==> config.mk <==
export PLATFORM = sky130hd
export DESIGN_NAME = program_loader
export DESIGN_NICKNAME = d
export VERILOG_FILES = /design/src/rtl/loader_pkg.sv /design/src/rtl/program_ram.sv /design/src/rtl/program_loader.sv
export SDC_FILE = /design/constraint.sdc
export NUM_CORES = 1
export LEC_CHECK = 0
export ABC_AREA = 1
export BUFFER_PORTS_ARGS = -buffer_cell sky130_fd_sc_hd__buf_2
export CAP_MARGIN = 20
export CORE_AREA = 2 2 113 115
export DETAILED_ROUTE_END_ITERATION = 10
export DIE_AREA = 0 0 115 117
export GPL_TIMING_DRIVEN = 0
export PLACE_DENSITY = 0.8
export SYNTH_ARGS = -nofsm -noshare
export SYNTH_HDL_FRONTEND = slang
export SYNTH_SLANG_ARGS = --single-unit
==> constraint.sdc <==
create_clock -name clk -period 6.8 [get_ports clk]
set_clock_uncertainty 0.15 [all_clocks]
set_input_delay 0.34 -clock clk [delete_from_list [all_inputs] [get_ports clk]]
set_output_delay 0.34 -clock clk [all_outputs]
set_load 0.02 [all_outputs]
==> src/rtl/loader_pkg.sv <==
// loader_pkg
//   Shared definitions for the program loader: default geometry of the
//   program RAM, the pad value written during the clear phase, and the
//   loader state encoding.
//   No ports (package).
package loader_pkg;

  // Default geometry: a 4-bit PC fetches from a 16 x 8 program RAM.
  localparam int ADDR_W_DEF = 4;
  localparam int DATA_W_DEF = 8;

  // Value every RAM location holds after the clear phase.
  localparam logic [7:0] LOADER_PAD = 8'h00;

  // State encoding.
  localparam logic [2:0] ST_IDLE  = 3'd0;
  localparam logic [2:0] ST_CLEAR = 3'd1;
  localparam logic [2:0] ST_LEN   = 3'd2;
  localparam logic [2:0] ST_DATA  = 3'd3;
  localparam logic [2:0] ST_CHK   = 3'd4;
  localparam logic [2:0] ST_DONE  = 3'd5;
  localparam logic [2:0] ST_ERR   = 3'd6;

  typedef enum logic [2:0] {
    S_IDLE  = ST_IDLE,
    S_CLEAR = ST_CLEAR,
    S_LEN   = ST_LEN,
    S_DATA  = ST_DATA,
    S_CHK   = ST_CHK,
    S_DONE  = ST_DONE,
    S_ERR   = ST_ERR
  } state_t;

  // True in the states that consume bytes from the stream.
  function automatic logic stream_state(input state_t s);
    return (s == S_LEN) || (s == S_DATA) || (s == S_CHK);
  endfunction

  // True in the states where a new load may be requested.
  function automatic logic rest_state(input state_t s);
    return (s == S_IDLE) || (s == S_DONE) || (s == S_ERR);
  endfunction

endpackage

==> src/rtl/program_ram.sv <==
// program_ram
//   2**ADDR_W x DATA_W program memory. One synchronous write port used by
//   the loader, one asynchronous read port used by the CPU fetch path.
//   Contents are not reset. A read of the address being written returns
//   the old contents until the write edge.
// Ports:
//   clk    in   write clock
//   we     in   write enable
//   waddr  in   write address
//   wdata  in   write data
//   raddr  in   read address (CPU PC)
//   rdata  out  mem[raddr], combinational
module program_ram
  import loader_pkg::*;
#(
  parameter int ADDR_W = ADDR_W_DEF,
  parameter int DATA_W = DATA_W_DEF
) (
  input  logic              clk,
  input  logic              we,
  input  logic [ADDR_W-1:0] waddr,
  input  logic [DATA_W-1:0] wdata,
  input  logic [ADDR_W-1:0] raddr,
  output logic [DATA_W-1:0] rdata
);

  localparam int DEPTH = 1 << ADDR_W;

  logic [DATA_W-1:0] mem [DEPTH];

  always_ff @(posedge clk) begin
    if (we) begin
      mem[waddr] <= wdata;
    end
  end

  assign rdata = mem[raddr];

endmodule

==> src/rtl/program_loader.sv <==
// program_loader
//   Writer side of the instruction fetch path. Receives a framed byte
//   stream (length, N instruction bytes, XOR checksum) over valid/ready,
//   clears and then fills the program RAM, and keeps the CPU in reset
//   until a load finishes with a matching checksum.
// Ports:
//   clk           in   system clock
//   reset         in   synchronous active-high reset
//   start         in   request a new load (pulse or level)
//   in_valid      in   source presents a byte on in_data
//   in_data       in   stream byte
//   in_ready      out  loader accepts a byte this cycle
//   rd_addr       in   CPU fetch address
//   rd_data       out  program RAM contents at rd_addr (combinational)
//   cpu_reset     out  high while the CPU must be held in reset
//   load_done     out  last load succeeded
//   load_err      out  last load failed (bad length or checksum)
//   words_loaded  out  instruction bytes written in the current/last load
module program_loader
  import loader_pkg::*;
#(
  parameter int                ADDR_W = ADDR_W_DEF,
  parameter int                DATA_W = DATA_W_DEF,
  parameter logic [DATA_W-1:0] PAD    = DATA_W'(LOADER_PAD)
) (
  input  logic              clk,
  input  logic              reset,
  input  logic              start,
  input  logic              in_valid,
  input  logic [DATA_W-1:0] in_data,
  output logic              in_ready,
  input  logic [ADDR_W-1:0] rd_addr,
  output logic [DATA_W-1:0] rd_data,
  output logic              cpu_reset,
  output logic              load_done,
  output logic              load_err,
  output logic [ADDR_W:0]   words_loaded
);

  localparam int DEPTH = 1 << ADDR_W;
  localparam logic [ADDR_W-1:0] ADDR_LAST = '1;

  // State and datapath registers
  state_t            state_q,  state_d;
  logic [ADDR_W-1:0] addr_q,   addr_d;
  logic [ADDR_W:0]   len_q,    len_d;
  logic [ADDR_W:0]   words_q,  words_d;
  logic [DATA_W-1:0] xor_q,    xor_d;

  // Registered Moore outputs
  logic in_ready_q,  in_ready_d;
  logic cpu_reset_q, cpu_reset_d;
  logic load_done_q, load_done_d;
  logic load_err_q,  load_err_d;

  // RAM write port
  logic              ram_we;
  logic [DATA_W-1:0] ram_wdata;

  // Length byte screening: zero or more bytes than the RAM holds is rejected.
  logic len_bad;

  always_comb begin
    len_bad = (in_data == '0) || (int'(in_data) > DEPTH);
  end

  // Next-state and datapath logic. Transfers are qualified with in_valid
  // only, because in the stream states in_ready_q is high by construction.
  always_comb begin
    state_d   = state_q;
    addr_d    = addr_q;
    len_d     = len_q;
    words_d   = words_q;
    xor_d     = xor_q;
    ram_we    = 1'b0;
    ram_wdata = PAD;

    case (state_q)
      S_IDLE, S_DONE, S_ERR: begin
        if (start) begin
          state_d = S_CLEAR;
          addr_d  = '0;
          words_d = '0;
          xor_d   = '0;
        end
      end

      S_CLEAR: begin
        // One location per cycle; the address wraps back to 0 on the last
        // write so the data phase starts at the bottom of the RAM.
        ram_we    = 1'b1;
        ram_wdata = PAD;
        addr_d    = addr_q + 1'b1;
        if (addr_q == ADDR_LAST) begin
          state_d = S_LEN;
        end
      end

      S_LEN: begin
        if (in_valid) begin
          if (len_bad) begin
            state_d = S_ERR;
          end else begin
            len_d   = in_data[ADDR_W:0];
            state_d = S_DATA;
          end
        end
      end

      S_DATA: begin
        if (in_valid) begin
          ram_we    = 1'b1;
          ram_wdata = in_data;
          xor_d     = xor_q ^ in_data;
          addr_d    = addr_q + 1'b1;
          words_d   = words_q + 1'b1;
          // words_q counts bytes already stored, so this is the L-th byte.
          if ((words_q + 1'b1) == len_q) begin
            state_d = S_CHK;
          end
        end
      end

      S_CHK: begin
        if (in_valid) begin
          state_d = (in_data == xor_q) ? S_DONE : S_ERR;
        end
      end

      default: begin
        state_d = S_IDLE;
      end
    endcase
  end

  // Outputs are decoded from the next state and registered, so after each
  // edge they reflect exactly the state register.
  always_comb begin
    in_ready_d  = stream_state(state_d);
    cpu_reset_d = (state_d != S_DONE);
    load_done_d = (state_d == S_DONE);
    load_err_d  = (state_d == S_ERR);
  end

  always_ff @(posedge clk) begin
    if (reset) begin
      state_q     <= S_IDLE;
      addr_q      <= '0;
      len_q       <= '0;
      words_q     <= '0;
      xor_q       <= '0;
      in_ready_q  <= 1'b0;
      cpu_reset_q <= 1'b1;
      load_done_q <= 1'b0;
      load_err_q  <= 1'b0;
    end else begin
      state_q     <= state_d;
      addr_q      <= addr_d;
      len_q       <= len_d;
      words_q     <= words_d;
      xor_q       <= xor_d;
      in_ready_q  <= in_ready_d;
      cpu_reset_q <= cpu_reset_d;
      load_done_q <= load_done_d;
      load_err_q  <= load_err_d;
    end
  end

  // Reset blocks the write so a reset mid-load leaves the RAM exactly as
  // it was before that edge.
  program_ram #(
    .ADDR_W (ADDR_W),
    .DATA_W (DATA_W)
  ) u_ram (
    .clk   (clk),
    .we    (ram_we && !reset),
    .waddr (addr_q),
    .wdata (ram_wdata),
    .raddr (rd_addr),
    .rdata (rd_data)
  );

  assign in_ready     = in_ready_q;
  assign cpu_reset    = cpu_reset_q;
  assign load_done    = load_done_q;
  assign load_err     = load_err_q;
  assign words_loaded = words_q;

endmodule
==> metrics.yaml <==
dp_hpwl_um: 10800
yosysWarnings: 0
cts_root_buffer: "clkbuf_16"
dr.pass1.iters: 5
die_area_sq_um: 13500
final_nets: 707
status: "finished, final reports clean"
period_share_pct: 44.6
die_w_um: 115
max_freq_mhz: 330
synth-simple-area-share_pct: 10.8
syn_inst: 631
syn-num-nets: 652
cp_cell_sequence: "nand2_2 -> nor2_4 -> inv_2 -> nor2_1 -> inv_2 -> a21oi_4 -> inv_2 -> nor3_1 -> buf_2"
hold-worst-slack_ns: 0.0964
synth_cell_type_count: 32
cts.htree.levels: 4
slew_headroom_pct: 27.4
slowest_stage: "nor3_1"
seq_area_sq_um: 4420
portBuffers: 27
wire_per_inst_um: 18.7
p_leak_nw: 3.11
overflow: 0
cts_resized: 0
grt_pass1_vias: 4896
multi_input_area_sq_um: 2030
synth_edf_count: 128
total_power_mw: 2.22
post-route-drc-count: 0
drt-total-wl_um: 15900
synth_fa_ha_area_share_pct: 0.907
crit_family: "simple AND/OR/NAND/NOR gates"
cts-buffers-inserted: 17
post_cts_buffers: 0
muxShareOfSynthArea_pct: 4.64
yosys_register_bits: 157
synth_compound_area_share_pct: 12.9
cts.sinks: 157
finalCoreUtilization_pct: 64.4
ys_async_sr_fraction_pct: 0
setup_violations: 0
syn2layout_area_growth_pct: 14.9
grt_start_max_net_pins: 17
cts_tree: "yes"
critPathMaxFanout: 9
synth.avg_cell_area_sq_um: 10.9
via_count: 5076
synth_top_family_by_area: "compound AO/OA/AOI/OAI gates"
cts_buffer_depth: 2
fin_setup_tns_ns: 0
ioPinCount: 33
critical_path_buf_inv_count: 4
yosysSeqAreaShare_pct: 64.1
antenna_found_initial: 0
grt_usage_pct: 24.8
maxCapViolations: 0
cp_common_cell: "inv_2"
end_kind: "flop"
drt_iter0_markers: 529
rsz0062_at_grt: "false"
worstPathArrival_ns: 3.02
insertion_delay_ns: 0.43
fp-row-count: 41
required_ns: 6.79
drive_above_1_share_pct: 12.2
max_stage_delay_ns: 0.82
maxSlewViolCount: 0
diodes: 0
start_kind: "flop"
stdcell_area_sq_um: 7930
gp_congestion: 0.913
hold_violations: 0
viasPerCell: 5.98
coreArea_sq_um: 12300
grt_pass1_wl_um: 24500
synthFlopType: "edfxtp_1"
fin_crit_ns: 3.03
worst_slew_pin_slew_ns: 1.08
ctsHoldBuffers: 0
placed_area_sq_um: 7270
worstHoldPathType: "in2reg"
start_util_pct: 56.0
postRouteAntennaNets: 0
die_h_um: 117
syn_area_sq_um: 6900
synthXorXnorAreaFrac_pct: 0.127
clk_pin_slew_ns: 0.06
powerDensity_nw_per_um2: 280
critPathKind: "reg2reg"
peakVddDrop_mv: 0.167
n_fill_cell: 904
final cells by class:
class,count,area share (%)
buffer,27,1.55
clock buffer,25,6.25
inverter,87,4.12
tap,150,2.37
multi-input combinational,360,25.6
timing repair buffer,36,2.59
sequential,157,55.8
clock inverter,7,1.72
final timing paths:
path | slack (ns) | depth (start not counted) | start | to
worst max-delay path | 3.77 | 9 | state_q[1]$_SDFF_PP0_ | u_ram.mem[7][1]$_DFFE_PP_
worst min-delay path | 0.1 | 3 | in_data[1] | len_q[1]$_SDFFE_PP0P_
worst max register to register | 3.77 | 9 | state_q[1]$_SDFF_PP0_ | u_ram.mem[7][1]$_DFFE_PP_
worst min register to register | 0.32 | 2 | len_q[4]$_SDFFE_PP0P_ | len_q[4]$_SDFFE_PP0P_
per-layer routing:
layer / routed length, um / track usage, % / vias up
met5: 0 / 0 / -
met4: 622 / 12.2 / 0
met3: 1440 / 7.05 / 54
met2: 7830 / 42.2 / 279
li1: - / - / 2344
met1: 5970 / 29.2 / 2399
flip-flops by register name, indices dropped and copies added (netlist names):
register      cells
addr_q            4
cpu_reset         1
len_q             5
load_done         1
words_loaded      5
in_ready          1
xor_q             8
load_err          1
state_q           3
u_ram.mem       128
synthesized netlist by cell type, types with 2 or more instances:
cell type  count  share of area, %
mux2i_1       32               4.6
ha_1           5              0.91
buf_2          5              0.36
a31oi_1       12               1.1
nand3_2        2              0.29
nand3_1       21               1.5
edfxtp_1     128                56
o211ai_1      32               3.5
nor3_1        10              0.73
nand4_1        7              0.63
nor2_1        43               2.3
o21ai_0       47               3.4
nand2_2        3              0.27
a21oi_1       42               3.0
inv_2          3              0.16
nand2_1       83               4.5
nor2_2         2              0.18
clkbuf_1      15              0.82
inv_1         84               4.6
dfxtp_1       29               8.4
a211oi_1      12               1.3
buf_1          4              0.22
report_power, final:
part / leakage (nW) / switching, mW / internal [mW]
clock network: 0.305 / 0.347 / 0.651
registers: 1.50 / 0.0101 / 1.04
logic: 1.30 / 0.115 / 0.0540
total: 3.11 / 0.472 / 1.75
worst register-to-register path, stage by stage, from the launching register on:
cell and delay (ns):
dfxtp_1 0.45, nand2_2 0.14, nor2_4 0.22, inv_2 0.06
nor2_1 0.17, inv_2 0.14, a21oi_4 0.19, inv_2 0.08
nor3_1 0.83, buf_2 0.32
stage by stage:
| step | instances | setup WS [ns] |
|---|---|---|
| floorplan | 631 | 4.53 |
| global placement | 808 | 3.81 |
| detailed placement | 813 | 3.88 |
| CTS | 845 | 3.88 |
| global route | 849 | 3.64 |
| finish | 849 | 3.77 |
layout by cell type (no fill, tap or decap), types with 6 or more instances in the layout:
master,instances
a211oi_1,12
clkbuf_1,19
nand4_1,7
buf_2,34
nor2_1,43
buf_4,6
inv_1,84
nand2_1,83
clkbuf_16,17
a31oi_1,12
o21ai_0,47
nor3_1,10
o211ai_1,32
dfxtp_1,29
a21oi_1,42
edfxtp_1,128
nand3_1,21
mux2i_1,32
kinds of logic (layout without fill, tap and decap cells):
family,after synthesis,in the layout
buffers and inverters,114,182
flip-flops,157,157
multiplexers,32,32
XOR/XNOR,1,1
AO/OA/AOI/OAI,149,149
adder cells (fa/ha/maj),5,5
AND/OR/NAND/NOR,173,173
No activity file was read; power rests on OpenSTA's default activity.
